`src/rtl/shift_pkg.sv`:
```
// Shared types and helpers for the pipelined shifter.
package shift_pkg;

    typedef enum logic [1:0] {
        SLL = 2'b00,
        SRL = 2'b01,
        SRA = 2'b10,
        ROR = 2'b11
    } shift_op_e;

    function automatic int popcount(input logic [63:0] v);
        int n;
        n = 0;
        for (int i = 0; i < 64; i++) begin
            n += int'(v[i]);
        end
        return n;
    endfunction

endpackage

```
`src/rtl/shift_level.sv`:
```
// One combinational mux level of the logarithmic shifter: shifts by DIST when sel is set.
module shift_level
    import shift_pkg::*;
#(
    parameter int WIDTH = 32,
    parameter int DIST  = 1
) (
    input  logic [WIDTH-1:0] data,
    input  logic             sel,
    input  shift_op_e        op,
    input  logic             sign,
    output logic [WIDTH-1:0] result
);

    // SRA fills from the operand's original sign, never from this level's MSB.
    always_comb begin
        result = data;
        if (sel) begin
            case (op)
                SLL:     result = data << DIST;
                SRL:     result = data >> DIST;
                SRA:     result = {{DIST{sign}}, data[WIDTH-1:DIST]};
                ROR:     result = {data[DIST-1:0], data[WIDTH-1:DIST]};
                default: result = data;
            endcase
        end
    end

endmodule

```
`src/rtl/shift_unit_pipe.sv`:
```
// Pipelined logarithmic shifter (SLL/SRL/SRA/ROR) with selectable register
// boundaries between mux levels and a stallable valid/ready handshake.
module shift_unit_pipe
    import shift_pkg::*;
#(
    parameter int             WIDTH     = 32,
    parameter int             SHW       = $clog2(WIDTH),
    parameter logic [SHW-1:0] REG_AFTER = SHW'(5'b00100),
    parameter int             TAG_W     = 5
) (
    input  logic             clk,
    input  logic             rst,
    input  logic             in_valid,
    output logic             in_ready,
    input  logic [WIDTH-1:0] in_data,
    input  logic [WIDTH-1:0] in_shamt,
    input  logic [1:0]       in_op,
    input  logic [TAG_W-1:0] in_tag,
    output logic             out_valid,
    input  logic             out_ready,
    output logic [WIDTH-1:0] out_data,
    output logic [TAG_W-1:0] out_tag
);

    localparam int LATENCY = 1 + popcount(64'(REG_AFTER));

    typedef struct packed {
        logic [WIDTH-1:0] data;
        logic [SHW-1:0]   shamt;
        shift_op_e        op;
        logic             sign;
        logic [TAG_W-1:0] tag;
    } stage_t;

    stage_t             in_stage;
    stage_t             slot_d [LATENCY];
    stage_t             slot_p [LATENCY];
    logic [LATENCY-1:0] vld_p;
    logic [LATENCY-1:0] load;
    logic               unused_bits;

    assign in_stage = '{
        data:  in_data,
        shamt: in_shamt[SHW-1:0],
        op:    shift_op_e'(in_op),
        sign:  in_data[WIDTH-1],
        tag:   in_tag
    };

    // Mux levels, with a register slot after every level whose REG_AFTER bit is set
    for (genvar k = 0; k < SHW; k++) begin : g_lvl
        stage_t           src;
        stage_t           res;
        logic [WIDTH-1:0] shifted;

        if (k == 0) begin : g_src_in
            assign src = in_stage;
        end else begin : g_src_chain
            if (REG_AFTER[k-1]) begin : g_src_reg
                localparam int SLOT = popcount(64'(REG_AFTER) & ((64'd1 << k) - 64'd1)) - 1;
                assign src = slot_p[SLOT];
            end else begin : g_src_comb
                assign src = g_lvl[k-1].res;
            end
        end

        shift_level #(
            .WIDTH(WIDTH),
            .DIST (1 << k)
        ) u_level (
            .data  (src.data),
            .sel   (src.shamt[k]),
            .op    (src.op),
            .sign  (src.sign),
            .result(shifted)
        );

        always_comb begin
            res      = src;
            res.data = shifted;
        end

        if (REG_AFTER[k]) begin : g_slot
            localparam int SLOT = popcount(64'(REG_AFTER) & ((64'd1 << k) - 64'd1));
            assign slot_d[SLOT] = res;
        end
    end

    // Output slot is always present, fed by the last level or the last inner slot
    if (REG_AFTER[SHW-1]) begin : g_out_reg
        assign slot_d[LATENCY-1] = slot_p[LATENCY-2];
    end else begin : g_out_comb
        assign slot_d[LATENCY-1] = g_lvl[SHW-1].res;
    end

    // A slot loads when it is empty or its content moves on this cycle.
    always_comb begin
        logic ld;
        load = '0;
        ld   = out_ready || !vld_p[LATENCY-1];
        load[LATENCY-1] = ld;
        for (int i = LATENCY - 2; i >= 0; i--) begin
            ld      = !vld_p[i] || ld;
            load[i] = ld;
        end
    end

    always_ff @(posedge clk) begin
        if (rst) begin
            vld_p <= '0;
        end else begin
            if (load[0]) begin
                vld_p[0] <= in_valid;
            end
            for (int i = 1; i < LATENCY; i++) begin
                if (load[i]) begin
                    vld_p[i] <= vld_p[i-1];
                end
            end
        end
    end

    always_ff @(posedge clk) begin
        for (int i = 0; i < LATENCY; i++) begin
            if (load[i]) begin
                slot_p[i] <= slot_d[i];
            end
        end
    end

    assign in_ready  = load[0] && !rst;
    assign out_valid = vld_p[LATENCY-1];
    assign out_data  = slot_p[LATENCY-1].data;
    assign out_tag   = slot_p[LATENCY-1].tag;

    assign unused_bits = ^{in_shamt[WIDTH-1:SHW], slot_p[LATENCY-1].shamt,
                           slot_p[LATENCY-1].op, slot_p[LATENCY-1].sign};

endmodule

```
`config.mk`:
```
export PLATFORM = sky130hd
export DESIGN_NAME = shift_unit_pipe
export DESIGN_NICKNAME = d
export VERILOG_FILES = /design/src/rtl/shift_pkg.sv /design/src/rtl/shift_level.sv /design/src/rtl/shift_unit_pipe.sv
export SDC_FILE = /design/constraint.sdc
export NUM_CORES = 1
export LEC_CHECK = 0
export BUFFER_PORTS_ARGS = -buffer_cell sky130_fd_sc_hd__clkbuf_2
export CAP_MARGIN = 20
export CELL_PAD_IN_SITES_DETAIL_PLACEMENT = 0
export CELL_PAD_IN_SITES_GLOBAL_PLACEMENT = 1
export CORE_UTILIZATION = 47
export CTS_CLUSTER_DIAMETER = 40
export DETAILED_ROUTE_END_ITERATION = 10
export PLACE_DENSITY = 0.85
export SETUP_SLACK_MARGIN = 0.3
export SLEW_MARGIN = 15
export SYNTH_ARGS = -nofsm -noshare
export SYNTH_HDL_FRONTEND = slang
export SYNTH_SLANG_ARGS = --single-unit
```
`constraint.sdc`:
```
create_clock -name clk -period 6 [get_ports clk]
set_clock_uncertainty 0.15 [all_clocks]
set_input_delay 0.6 -clock clk [delete_from_list [all_inputs] [get_ports clk]]
set_output_delay 0.6 -clock clk [all_outputs]
set_load 0.01 [all_outputs]
```
==> out/results.ini, run 1 <==
[global_routing]
grt_max_degree = 79
antenna_found_initial = 0
grt_overflow = 0
grt_pass1_vias = 5401
gr-usage-all-layers_pct = 25.8
grt_pass1_wl_um = 28800

[critical_path]
critPathMaxFanout = 42
worstReg2RegEnd = slot_p[0][76]
reg2reg_from = slot_p[0][7]
start_kind = input port
startpoint = in_op[0]
reg2reg_depth = 4
cp.arrival_ps = 3030
worstSetupPathType = input port to flop
setup.worst_path.end = slot_p[0][27]
r2r_slack_ps = 3230
path_cells = clkbuf_2 > o21ai_0 > buf_4 > a21oi_1 > a211oi_1 > a22oi_1 > o21a_1
crit_path_max_incr_delay_ps = 810
crit_path_end_kind = flop
critPathRequiredTime_ps = 5930
slowest_stage = o21ai_0

[worst_hold_path]
hold_path_class = flop to flop
hold_depth = 0

[clock_tree]
insertion_delay_ps = 330
cts_buffers = 9
ctsHoldBuffers = 0
htree_levels = 3
clkTransAtPathRegs_ps = 60
postCtsSetupBuffers = 0
cts-root-buf = clkbuf_16
cts_tree = built
cts_num_sinks = 81
clock_path_buffers = 2
cts.repair.resized = 0

[yosys]
synth_seq_area_share_pct = 37.4
ys.flop_type = edfxtp_1
synth.most_common_cell = edfxtp_1
synth.area.top_cells = edfxtp_1 (37%), o21ai_0 (5.6%), mux2i_1 (4.5%)
yosys_warnings = 0
syn-instance-count = 725
async_flop_share_pct = 0
synth_common_cells = edfxtp_1 (79), o21ai_0 (72), nand2_1 (71)
ys_types = 75
syn_area_um2 = 6460
synth_fp_nets = 800
synth_edf_count = 79
synth_top_area_share_pct = 36.7
syn_avg_cell_area_um2 = 8.91
synth-seq-cells = 81
synth_area_leader_cell = edfxtp_1

[sta]
rsz0062_at_grt = false
worst_pin_slew_ps = 1060
setup_violations = 0
timing.fmax_mhz = 323
min_period_over_period_pct = 51.7
fin_crit_ps = 3100
finalHoldViolations = 0
setup_slack_ps = 2900
final.setup.tns_ps = 0
relSlewSlack_pct = 29.6
drv_slew = 0

[detailed_routing]
drtPass1Iterations = 5
wl_per_cell_um = 19.6
post_drt_via_cell_ratio = 6.52
num_vias = 6119
drt_iter0_markers = 671
drtAntennaViolNets = 0
remaining_drc_errors = 0
routed_wl_um = 18400

[floorplanning]
fp.dieArea_um2 = 14200
initial_core_util_pct = 48.6
ios = 114
coreArea_um2 = 13300
rows = 42
die_w_um = 119
die_y_um = 119

[pwr]
ir_drop_mv = 0.132
powerDensity_nw_per_um2 = 243
p_leak_uw = 0.00262

[final_layout]
diodes = 0
drive_gt1_share_pct = 19.3
fillers = 1275
multi_input_area_um2 = 3590
fin_area_um2 = 7070
regArea_um2 = 2410
syn_to_final_growth_pct = 9.44
final_cells = 939
finalNetCount = 834

[placed_design]
dpl.cell_count = 923
postPlaceCellArea_um2 = 6770
dpl.hpwl_um = 12900
gp_congestion = 0.912
pre_cts_ws_ps = 2610
portBuffers = 86

[run_status]
status = completed

[run]
max-cap-violations = 0

state kept, by name, indices dropped and copies added, names as in the netlist:
| register | flops |
|---|---|
| slot_p | 79 |
| vld_p | 2 |
where the power goes:
part | internal, µW | leakage (µW) | switching, µW | total [µW]
Combinational | 170 | 0.00162 | 276 | 446
Sequential | 709 | 0.000861 | 45.9 | 755
Clock | 317 | 0.000139 | 198 | 515
Total | 1200 | 0.00262 | 521 | 1720
cells by family after synthesis:
logic type | after synthesis | synth area share [%]
AOI/OAI and AO/OA | 302 | 31.2
muxes | 47 | 8.51
DFF | 81 | 37.4
and+or+nand+nor | 205 | 15.7
buffers and inverters | 89 | 7.11
xor gates and xnor gates | 1 | 0.136
stage by stage:
stage / hold slack (ps) / power [µW] / utilization, %
2_1_floorplan: 250 / 1060 / -
3_3_place_gp: 251 / 1190 / 51.0
3_5_place_dp: 256 / 1200 / 51.0
4_1_cts: 270 / 1720 / 53.1
5_1_grt: 282 / 1790 / 53.2
6_report: 267 / 1720 / 53.2
placed cells by master, fill, tap and decap left out, types with 3 or more instances in the layout:
cell and count:
buf_4 9, mux4_2 5, inv_1 15, or3b_1 9, nor2_1 59, a32oi_1 3, and2_1 7, o311ai_0 9
nand2b_1 15, a22oi_1 10, nor2b_1 15, o21ai_1 7, a311oi_2 4, a31oi_1 13, clkbuf_2 85, nor3_1 5
nand2_1 71, o221ai_1 4, mux2_2 13, a311oi_1 12, a21oi_1 57, o21bai_1 4, o22ai_1 27, a221oi_1 4
nand3_1 7, o2bb2ai_1 4, edfxtp_1 79, o21a_1 3, o21ai_0 72, o211ai_1 15, a211oi_1 28, clkbuf_16 9
mux2i_1 29
how the worst min path moves through the flow:
stage,startpoint,end
after floorplan,slot_p[0][0],slot_p[0][45]
after global placement,slot_p[0][4],slot_p[0][49]
after detailed placement,slot_p[0][2],slot_p[0][47]
after CTS,slot_p[0][2],slot_p[0][47]
after global routing,in_tag[2],slot_p[0][2]
final,slot_p[0][2],slot_p[0][47]
area by class of cell:
type | count | area share (%)
multi-input combinational | 555 | 50.7
sequential | 81 | 34.1
timing repair buffer | 94 | 6.98
clock buffer | 9 | 3.19
tap | 176 | 3.12
inverter | 18 | 0.992
clock inverter | 6 | 0.850
worst max-delay path: cells and delay by family:
kind / cells / cell delay (ps)
buf+inv: 2 / 760
compound gates: 5 / 1650
per-layer routing:
layer	vias up	global-route usage, %	wire length [µm]
li1	2864	-	-
met1	2882	34.5	7960
met2	317	41.0	8500
met3	56	3.78	1260
met4	0	12.1	704
met5	-	0	0
Power figures use the tool's default switching activity.
==> run 2: changes to the inputs <==
--- a/config.mk
+++ b/config.mk
@@ -9,10 +9,10 @@
 export CAP_MARGIN = 20
 export CELL_PAD_IN_SITES_DETAIL_PLACEMENT = 0
 export CELL_PAD_IN_SITES_GLOBAL_PLACEMENT = 1
-export CORE_UTILIZATION = 47
+export CORE_UTILIZATION = 39
 export CTS_CLUSTER_DIAMETER = 40
 export DETAILED_ROUTE_END_ITERATION = 10
-export PLACE_DENSITY = 0.85
+export PLACE_DENSITY = 0.75
 export SETUP_SLACK_MARGIN = 0.3
 export SLEW_MARGIN = 15
 export SYNTH_ARGS = -nofsm -noshare
==> constraint.sdc (replaced) <==
create_clock -name clk -period 2.5 [get_ports clk]
set_clock_uncertainty 0.15 [all_clocks]
set_input_delay 0.25 -clock clk [delete_from_list [all_inputs] [get_ports clk]]
set_output_delay 0.25 -clock clk [all_outputs]
set_load 0.01 [all_outputs]
==> out/results.ini, run 2 (synthesis results as in run 1) <==
[clock_tree]
htree_levels = 3
clkTransAtPathRegs_ps = 50
cts-root-buf = clkbuf_16
ctsHoldBuffers = 9
cts.repair.resized = 0
insertion_delay_ps = 330
cts_buffers = 9
postCtsSetupBuffers = 0
cts_tree = built
clock_path_buffers = 2
cts_num_sinks = 81

[global_routing]
grt_pass1_wl_um = 31000
grt_max_degree = 73
grt_overflow = 0
grt_pass1_vias = 5661
gr-usage-all-layers_pct = 23.5
antenna_found_initial = 0

[final_layout]
largest_reg_flops = 79
syn_to_final_growth_pct = 16.8
final_cell_mix = clkbuf_2 (85), edfxtp_1 (79), o21ai_0 (72)
diodes = 0
drive_gt1_share_pct = 22.7
regMostFlops = slot_p
final_common_cell = clkbuf_2
reg_top3 = slot_p x79, vld_p x2
finalNetCount = 879

[placed_design]
portBuffers = 86
gp_congestion = 0.908
dpl.hpwl_um = 14600

[critical_path]
crit_buf_inv = 1
crit_path_end_kind = flop
critPathMaxFanout = 30
start_kind = input port
worstSetupPathType = input port to flop
crit_path_max_incr_delay_ps = 720
critPathRequiredTime_ps = 2520
critPathTopFamily = compound AO/OA/AOI/OAI gates
cp.arrival_ps = 2050
slowest_stage = a2111oi_1
path_cells = clkbuf_2 > or2_4 > a2111oi_1 > o21ai_0 > a31oi_1

[pwr]
ir_drop_mv = 0.353
p_leak_uw = 0.00286
total_power_uw = 4300
powerDensity_nw_per_um2 = 570

[run]
max-cap-violations = 0

[sta]
min_period_over_period_pct = 81.1
finalHoldViolations = 0
drv_slew = 0
timing.fmax_mhz = 493
final.setup.tns_ps = 0
setup_violations = 0
relSlewSlack_pct = 38.0
worst_pin_slew_ps = 927
fin_crit_ps = 2030
rsz0062_at_grt = false

[worst_hold_path]
hold_path_class = input port to flop

[floorplanning]
rows = 46
die_w_um = 131
coreArea_um2 = 16000
die_y_um = 131
initial_core_util_pct = 40.4
fp.dieArea_um2 = 17100
ios = 114

[detailed_routing]
wl_per_cell_um = 19.1
routed_wl_um = 19500
num_vias = 6115
drtPass1Iterations = 7
remaining_drc_errors = 0
post_drt_via_cell_ratio = 5.97
drtAntennaViolNets = 0
drt_iter0_markers = 646

[run_status]
status = completed

==> run 2: metrics by stage <==
step | hold slack [ps] | worst slack, ps | utilization, % | cell area (µm²) | std cells
after CTS | 75.1 | 542 | 47.1 | 7540 | 1025
final | 87.4 | 473 | 47.1 | 7540 | 1025
after global placement | 255 | 213 | 44.6 | 7140 | 1000
after detailed placement | 255 | 228 | 44.6 | 7140 | 1000
after global routing | 121 | 371 | 47.1 | 7540 | 1025
after floorplan | 172 | 425 | - | 6460 | 725
==> run 2: path summary, 6_finish.rpt <==
check	start	to	slack [ps]	cells past startpoint
max	in_op[1]	slot_p[0][41]	470	5
min	in_data[31]	slot_p[0][5]	90	1
max reg2reg	slot_p[0][6]	slot_p[0][87]	510	6
min reg2reg	slot_p[0][2]	slot_p[0][47]	270	0
==> run 2: final cells by class <==
| class | instances | area (µm²) |
|---|---|---|
| timing repair buffer | 139 | 891 |
| multi-input combinational | 555 | 3590 |
| clock inverter | 7 | 85.1 |
| fill | 1612 | 8460 |
| inverter | 18 | 70.1 |
| tap | 216 | 270 |
| clock buffer | 9 | 225 |
| sequential | 81 | 2410 |
==> run 2: per-layer routing <==
| layer | share of wire (%) | global-route usage [%] |
|---|---|---|
| met1 | 45 | 31.4 |
| met2 | 47 | 38.9 |
| met3 | 5.2 | 2.73 |
| met4 | 3.0 | 9.40 |
| met5 | 0 | 0 |
==> run 2: where the power goes <==
group / internal (µW) / switching, µW / total, µW
Clock: 862 / 476 / 1340
Combinational: 465 / 693 / 1160
Sequential: 1700 / 104 / 1810
